==> src/rtl/uart_tx_if.sv <==
// Byte-in / serial-out handshake bundle for uart_tx.
// master drives the request side, slave (the transmitter) drives the line and status.
interface uart_tx_if;
  logic       trmt;
  logic [7:0] tx_data;
  logic       TX;
  logic       tx_done;
  logic       busy;

  modport master (output trmt, output tx_data, input TX, input tx_done, input busy);
  modport slave  (input trmt, input tx_data, output TX, output tx_done, output busy);
endinterface

==> src/rtl/uart_tx.sv <==
// 8-bit UART transmitter, start + d0..d7 (+ even parity) + stop, BAUD_DIV clocks per bit.
// Define UART_TX_PARITY_EN to insert the even-parity bit between d7 and stop.
module uart_tx #(
  parameter int BAUD_DIV = 108
) (
  input  logic     clk,
  input  logic     rst,
  uart_tx_if.slave bus
);

`ifdef UART_TX_PARITY_EN
  localparam int FRAME_BITS = 11;
`else
  localparam int FRAME_BITS = 10;
`endif

  typedef enum logic {IDLE, TXING} state_t;

  state_t                  r_state;
  state_t                  w_state_next;
  logic [FRAME_BITS-2:0]   r_shift;
  logic [6:0]              r_baud;
  logic [3:0]              r_bit;
  logic                    r_tx;
  logic                    r_done;
  logic                    w_accept;
  logic                    w_wrap;
  logic                    w_last;
  logic [FRAME_BITS-1:0]   w_frame;

`ifdef UART_TX_PARITY_EN
  assign w_frame = {1'b1, ^bus.tx_data, bus.tx_data, 1'b0};
`else
  assign w_frame = {1'b1, bus.tx_data, 1'b0};
`endif

  always_ff @(posedge clk) begin
    if (rst) r_state <= IDLE;
    else     r_state <= w_state_next;
  end

  always_comb begin
    w_state_next = r_state;
    w_accept     = 1'b0;
    w_wrap       = 1'b0;
    w_last       = 1'b0;
    case (r_state)
      IDLE: begin
        w_accept = bus.trmt;
        if (bus.trmt) w_state_next = TXING;
      end
      TXING: begin
        w_wrap = (r_baud == 7'(BAUD_DIV - 1));
        w_last = w_wrap && (r_bit == 4'(FRAME_BITS - 1));
        if (w_last) w_state_next = IDLE;
      end
      default: w_state_next = IDLE;
    endcase
  end

  always_comb begin
    bus.busy    = (r_state == TXING);
    bus.TX      = r_tx;
    bus.tx_done = r_done;
  end

  // Frame bit 0 is already on the line in r_tx; r_shift holds the bits still to send.
  always_ff @(posedge clk) begin
    if (rst) begin
      r_tx    <= 1'b1;
      r_done  <= 1'b0;
      r_baud  <= 7'd0;
      r_bit   <= 4'd0;
      r_shift <= '1;
    end else if (w_accept) begin
      r_shift <= w_frame[FRAME_BITS-1:1];
      r_tx    <= w_frame[0];
      r_baud  <= 7'd0;
      r_bit   <= 4'd0;
      r_done  <= 1'b0;
    end else if (r_state == TXING) begin
      if (w_wrap) begin
        r_shift <= {1'b1, r_shift[FRAME_BITS-2:1]};
        r_bit   <= r_bit + 4'd1;
        r_baud  <= 7'd0;
        if (w_last) begin
          r_tx   <= 1'b1;
          r_done <= 1'b1;
        end else begin
          r_tx   <= r_shift[0];
        end
      end else begin
        r_baud <= r_baud + 7'd1;
      end
    end
  end

endmodule

==> src/flat_wrapper.sv <==
// flat-port wrapper written by rule: the top's interface ports become plain ports
module uart_tx_flat 
#(
  parameter int BAUD_DIV = 108
)
  (clk, rst, bus_trmt, bus_tx_data, bus_TX, bus_tx_done, bus_busy);
  uart_tx_if bus_i ();
  input  logic clk;
  input  logic rst;
  input wire logic [$bits(bus_i.trmt)-1:0] bus_trmt;
  input wire logic [$bits(bus_i.tx_data)-1:0] bus_tx_data;
  output wire logic [$bits(bus_i.TX)-1:0] bus_TX;
  output wire logic [$bits(bus_i.tx_done)-1:0] bus_tx_done;
  output wire logic [$bits(bus_i.busy)-1:0] bus_busy;
  assign bus_i.trmt = bus_trmt;
  assign bus_i.tx_data = bus_tx_data;
  assign bus_TX = bus_i.TX;
  assign bus_tx_done = bus_i.tx_done;
  assign bus_busy = bus_i.busy;
  uart_tx #(.BAUD_DIV(BAUD_DIV)) u_core (.clk(clk), .rst(rst), .bus(bus_i));
endmodule
==> config.mk <==
export PLATFORM = sky130hd
export DESIGN_NAME = uart_tx_flat
export DESIGN_NICKNAME = d
export VERILOG_FILES = /design/src/rtl/uart_tx_if.sv /design/src/rtl/uart_tx.sv /design/src/flat_wrapper.sv
export SDC_FILE = /design/constraint.sdc
export NUM_CORES = 1
export LEC_CHECK = 0
export BUFFER_PORTS_ARGS = -buffer_cell sky130_fd_sc_hd__buf_2
export CORE_AREA = 2 2 52 54
export CTS_CLUSTER_DIAMETER = 150
export DETAILED_ROUTE_END_ITERATION = 8
export DIE_AREA = 0 0 54 56
export GPL_ROUTABILITY_DRIVEN = 0
export PLACE_DENSITY = 0.69
export SYNTH_ARGS = -nofsm -noshare
export SYNTH_HDL_FRONTEND = slang
export SYNTH_SLANG_ARGS = --single-unit
==> constraint.sdc <==
create_clock -name clk -period 1.9 [get_ports clk]
set_input_delay 0.095 -clock clk [delete_from_list [all_inputs] [get_ports clk]]
set_output_delay 0.095 -clock clk [all_outputs]
set_load 0.02 [all_outputs]
# Word-level counts from Yosys, hierarchy flattened
# Cells that the tools add are included.
# op_classes
n_shift	0
n_div	0
bitwise_logic	1
n_eq_ne	2
n_mul	0
reduce_logical	7
n_addsub	2
order_cmp	0
n_mux	14
# ops
operator	n
8-bit two-way mux	3
1-bit two-way mux	9
7-bit by 1-bit adder with 7-bit output, second input constant	1
7-bit equality test, second input constant	1
7-bit two-way mux	1
4-bit by 1-bit adder with 4-bit output, second input constant	1
4-bit equality test, second input constant	1
2-bit AND reduction	2
2-bit nonzero test	2
3-bit AND reduction	1
1-bit one-hot mux with 2 select lines	1
2-bit OR reduction	1
1-bit logical AND	1
1-bit NOT	1
# totals
output_inout_bits	3
word_cells	32
input_bits	11
rom_bits	0
register_bits	22
ram_bits	0
latch_bits	0
mem_count	0

# Depth between registers and ports, before layout
# logic_depth
ltp_word	7
mapped_depth	6
ltp_nobuf	5

# Worst setup path before layout
# No wires, ideal clock.
# synth_path
path_type	register to register
from	reg u_core.r_state, in the netlist u_core.bus.busy
to	reg u_core.r_bit[3]
path_slack_ps	422
setup_ps	66
path_stages_with_launch	5
required_ps	1834
n_path_buf	1
arrival_ps	1412
synth_period_minus_slack_ps	1478
path_cell_list	dfxtp_1 buf_2 nand3_2 or4_4 a21oi_2
# synth_via
elab_chain_len	2
word_cells_on_any_way	4
classes_between	mux (2); reduce/logical (2)
# synth_rtl
element	line	rtl
from (decl)	uart_tx.sv:19	state_t r_state;
from (signal assigned)	uart_tx.sv:39	else r_state <= w_state_next;
1-bit two-way mux	uart_tx.sv:47	case (r_state)
2-bit AND reduction (no line) or 2-bit OR reduction (tied branches)	n/a	
to (signal assigned)	uart_tx.sv:84	r_bit <= r_bit + 4'd1;
to (decl)	uart_tx.sv:23	logic [3:0] r_bit;
# Parallel ways exist; a longest one is shown, timed or not.
# A chain may end at the register's enable or synchronous reset.

# Final worst setup path
# layout_path
from	reg u_core.r_baud[0]
to	reg u_core.r_tx, in the netlist u_core.bus.TX
# layout_via
elab_chain_len	7
word_cells_on_any_way	10
classes_between	eq/ne (1); mux (6); reduce/logical (3)
# layout_rtl
element	line	rtl
from (decl)	uart_tx.sv:22	logic [6:0] r_baud;
from (signal assigned)	uart_tx.sv:93	r_baud <= r_baud + 7'd1;
7-bit equality test *	uart_tx.sv:53	w_wrap = (r_baud == 7'(BAUD_DIV - 1));
1-bit logical AND	uart_tx.sv:54	w_last = w_wrap && (r_bit == 4'(FRAME_BITS - 1));
1-bit two-way mux	uart_tx.sv:47	
1-bit two-way mux	uart_tx.sv:86	if (w_last) begin
1-bit two-way mux	uart_tx.sv:82	if (w_wrap) begin
1-bit two-way mux	uart_tx.sv:81	end else if (r_state == TXING) begin
1-bit two-way mux	uart_tx.sv:75	end else if (w_accept) begin
to (signal assigned)	uart_tx.sv:77	r_tx <= w_frame[0];
to (signal assigned)	uart_tx.sv:90	r_tx <= r_shift[0];
to (decl)	uart_tx.sv:24	logic r_tx;
# Every way passes the cells marked *; elsewhere a longest branch is shown, timed or not. The select of a mux whose other input is x is not followed.

==> summary.md <==
The run finished with clean final reports. The tools report the endpoint kind of the worst setup timing path as a flip-flop. Final-report setup violation count: 0. The run gives 0.00119 mm^2 as the final cell area excluding filler cells.

Latest clock arrival within the worst-skew pair: 0.30 ns. TritonCTS built the clock tree. The tools report the net count of the finished layout as 148.

The logs give 25 for the number of violations reported at the end of detailed-routing iteration 0 and 163 for the count of non-filler cells in the finished layout. Relative to the synthesized area, the layout overhead comes to 11.2%. The fraction of layout cells with a size suffix above 1 was 20.3%. The chip height came out at 56 um. By startpoint and endpoint, the worst setup path is classified as reg -> reg. Entering global routing, the biggest net connects 13 pins. The worst hold path belongs to the class in -> reg.

The count of clock tree sinks was 22. The proportion of register bits with asynchronous set or reset after synthesis was 0%. The boundary pin count was 14; the transition at the pin with the smallest max-transition slack was 0.402 ns. The part of the Yosys area used for sequential elements was 41.1%; the post-route antenna net violation count was 0. Along the worst path, the maximum fanout reaches 11. The logs give 0.817 mW for the overall power and 0 for the total overflow reported by the global router.

Post-CTS repair changed the size of 0 cells. VDD sags by at most 0.589 mV. The number of clock buffers added by TritonCTS is 3. The routed design has 2090 um of wire. For this run, the total global-route usage over all layers was measured as 15.5%.

Shortest period the worst path allows: 1.54 ns. Setup repair after global routing left no endpoint under its margin. After detailed placement, the total cell area comes to 0.00115 mm^2.

Of the available clock period, the critical path in the final layout requires 81.2%. The clock-pin transition on the worst setup and hold timing paths came out at 0.12 ns. For this block, the via count after detailed routing is 907. In the routed design, unresolved DRC markers number 0.

Buffers inserted to repair hold after CTS numbered 0. The floorplan has 18 rows. The predominant post-synthesis flop cell was sky130_fd_sc_hd__dfxtp_1.

Power spread over the standard cell area amounts to 686 mW/mm^2. The worst setup skew after layout is 0.000919 ns. In this run the tightest slew margin relative to its limit is 73.0%. The initial antenna violation count is 0. In this run the mean area of a mapped cell was 8.85 um^2. The Yosys step of the flow raised 0 warnings. The run gives 846 as the number of global-route vias before repair. The largest total area in the synthesized netlist belongs to sky130_fd_sc_hd__dfxtp_1.

The run gives 36 as the count of different cell masters after synthesis. For the number of fillers in the final layout, the log shows 247. The die covers 0.00302 mm^2. In the final layout, the multi-input gates occupy 567 um^2.

The portion of synthesized cell area occupied by the leading cell type came out at 41.1%. The half-perimeter wire length of the detailed placement result is 1550 um, and the number of vias per cell after detailed routing is 5.56. Counting tap cells, the placed design contains a total of 159 instances.

By count the netlist is led by sky130_fd_sc_hd__dfxtp_1 (22), sky130_fd_sc_hd__nand2_1 (12), sky130_fd_sc_hd__a21oi_1 (11). The tools report the achievable frequency as 648 MHz. The logs give 0 for the final count of hold timing violations and 0 for the antenna diode count. The number of enable flip-flop cells after synthesis is 0, and the worst endpoint data arrival time is 1.74 ns.

The initial utilization of the core area, before any placement, comes to 44.0%. The cell with the most instances after synthesis is sky130_fd_sc_hd__dfxtp_1. Count of TritonRoute iterations in the first routing pass: 4. The routed wirelength normalized by instance count came out at 12.8 um. The leakage power figure was 0.445 nW; the flip-flop and latch count after synthesis was 22.

The count of final max-slew check failures was 0; the data required time of the critical path was 2.10 ns. STA classifies the critical path startpoint as a flip-flop. Post-CTS timing repair inserted 0 buffers for setup. Input and output buffers added on the ports amount to 13. Counting every net in the synthesized netlist gives 135. The placeable core region is 0.00243 mm^2, and the synthesized cell area is 0.00107 mm^2. In this run the horizontal extent of the chip is 54 um. The cell count after synthesis came out at 121.

The run gives 49.0% as the post-layout utilization of the core. Ranked by total cell area, the synthesized netlist is headed by sky130_fd_sc_hd__dfxtp_1 (41%), sky130_fd_sc_hd__a21oi_1 (5.1%), sky130_fd_sc_hd__nand3_1 (4.7%). The cell sitting at the root of the clock tree is a sky130_fd_sc_hd__clkbuf_4.

Wire length of the first global-routing pass: 3590 um. In the final timing run, aggregate negative setup slack is 0 ns. The area taken by flip-flops and latches was 440 um^2; the CTS H-tree depth was 1.

Max-cap violations in this run came to 0. Maximum buffer depth of the clock tree: 2.
[sequential cells by signal, indices dropped and copies added (netlist names)]
| signal | flops |
|---|---|
| u_core.bus.tx_done | 1 |
| u_core.r_shift | 8 |
| u_core.r_bit | 4 |
| u_core.bus.TX | 1 |
| u_core.bus.busy | 1 |
| u_core.r_baud | 7 |
[layout make-up]
cell class                      instances  area share [%]
Inverter                                4            1.26
Clock buffer                            4            3.05
Tap cell                               30            3.15
Sequential cell                        22            37.0
Multi-Input combinational cell         86            47.6
Timing Repair Buffer                   17            7.98
[where the power goes]
| group | internal [mW] | switching (mW) | total [mW] |
|---|---|---|---|
| Sequential | 0.479 | 0.0131 | 0.492 |
| Combinational | 0.0336 | 0.0393 | 0.0728 |
| Clock | 0.117 | 0.135 | 0.252 |
[worst paths after layout]
path,from,endpoint,slack (ns),depth (start not counted)
setup / recovery,u_core.r_baud[0],u_core.bus.TX,0.36,4
hold / removal,bus_tx_data[6],u_core.r_shift[6],0.02,3
setup reg to reg,u_core.r_baud[0],u_core.bus.TX,0.36,4
hold reg to reg,u_core.r_shift[1],u_core.r_shift[1],0.49,2
[layout by cell type, fill, tap and decap left out, drive strengths merged, types with 2 or more instances in the layout]
| cell | count |
|---|---|
| nand3 | 11 |
| or3 | 3 |
| a21oi | 12 |
| o21ai | 3 |
| nand4 | 2 |
| inv | 4 |
| nand2 | 12 |
| a211oi | 4 |
| nor3 | 5 |
| or4 | 2 |
| clkbuf | 4 |
| ha | 3 |
| nor2 | 4 |
| mux2i | 2 |
| buf | 17 |
| nor2b | 2 |
| xor2 | 2 |
| o211ai | 6 |
| dfxtp | 22 |
[worst max-delay path, cell delays in order (launching register included)]
cell	delay (ns)
sky130_fd_sc_hd__dfxtp_1	0.39
sky130_fd_sc_hd__ha_1	0.24
sky130_fd_sc_hd__and3_1	0.41
sky130_fd_sc_hd__nand2_1	0.09
sky130_fd_sc_hd__a311o_1	0.31
[logic make-up (layout without fill, tap and decap cells)]
| logic type | after synthesis | in the layout | synth area share (%) |
|---|---|---|---|
| AO/OA/AOI/OAI | 31 | 31 | 19.4 |
| XOR/XNOR | 3 | 3 | 2.45 |
| adder cells (fa/ha/maj) | 3 | 3 | 3.51 |
| buffers and inverters | 13 | 25 | 5.96 |
| flip-flops | 22 | 22 | 41.1 |
| multiplexers | 2 | 2 | 1.87 |
| AND/OR/NAND/NOR | 47 | 47 | 25.7 |
[per-stage QoR]
stage               hold WS (ns)  setup slack [ns]
finish                    0.0200             0.357
global route              0.0196             0.236
CTS                       0.0179             0.354
detailed placement         0.340             0.379
global placement           0.327             0.430
floorplan                  0.215             0.422
[metal layers]
metal	vias up	part of all wire, %	global-route usage (%)
met5	-	0	0
met4	0	1.1	6.43
met3	4	5.5	3.49
met2	17	43	22.6
met1	422	50	21.6
li1	464	-	-
Note: power is estimated with default switching activity, not from simulation.
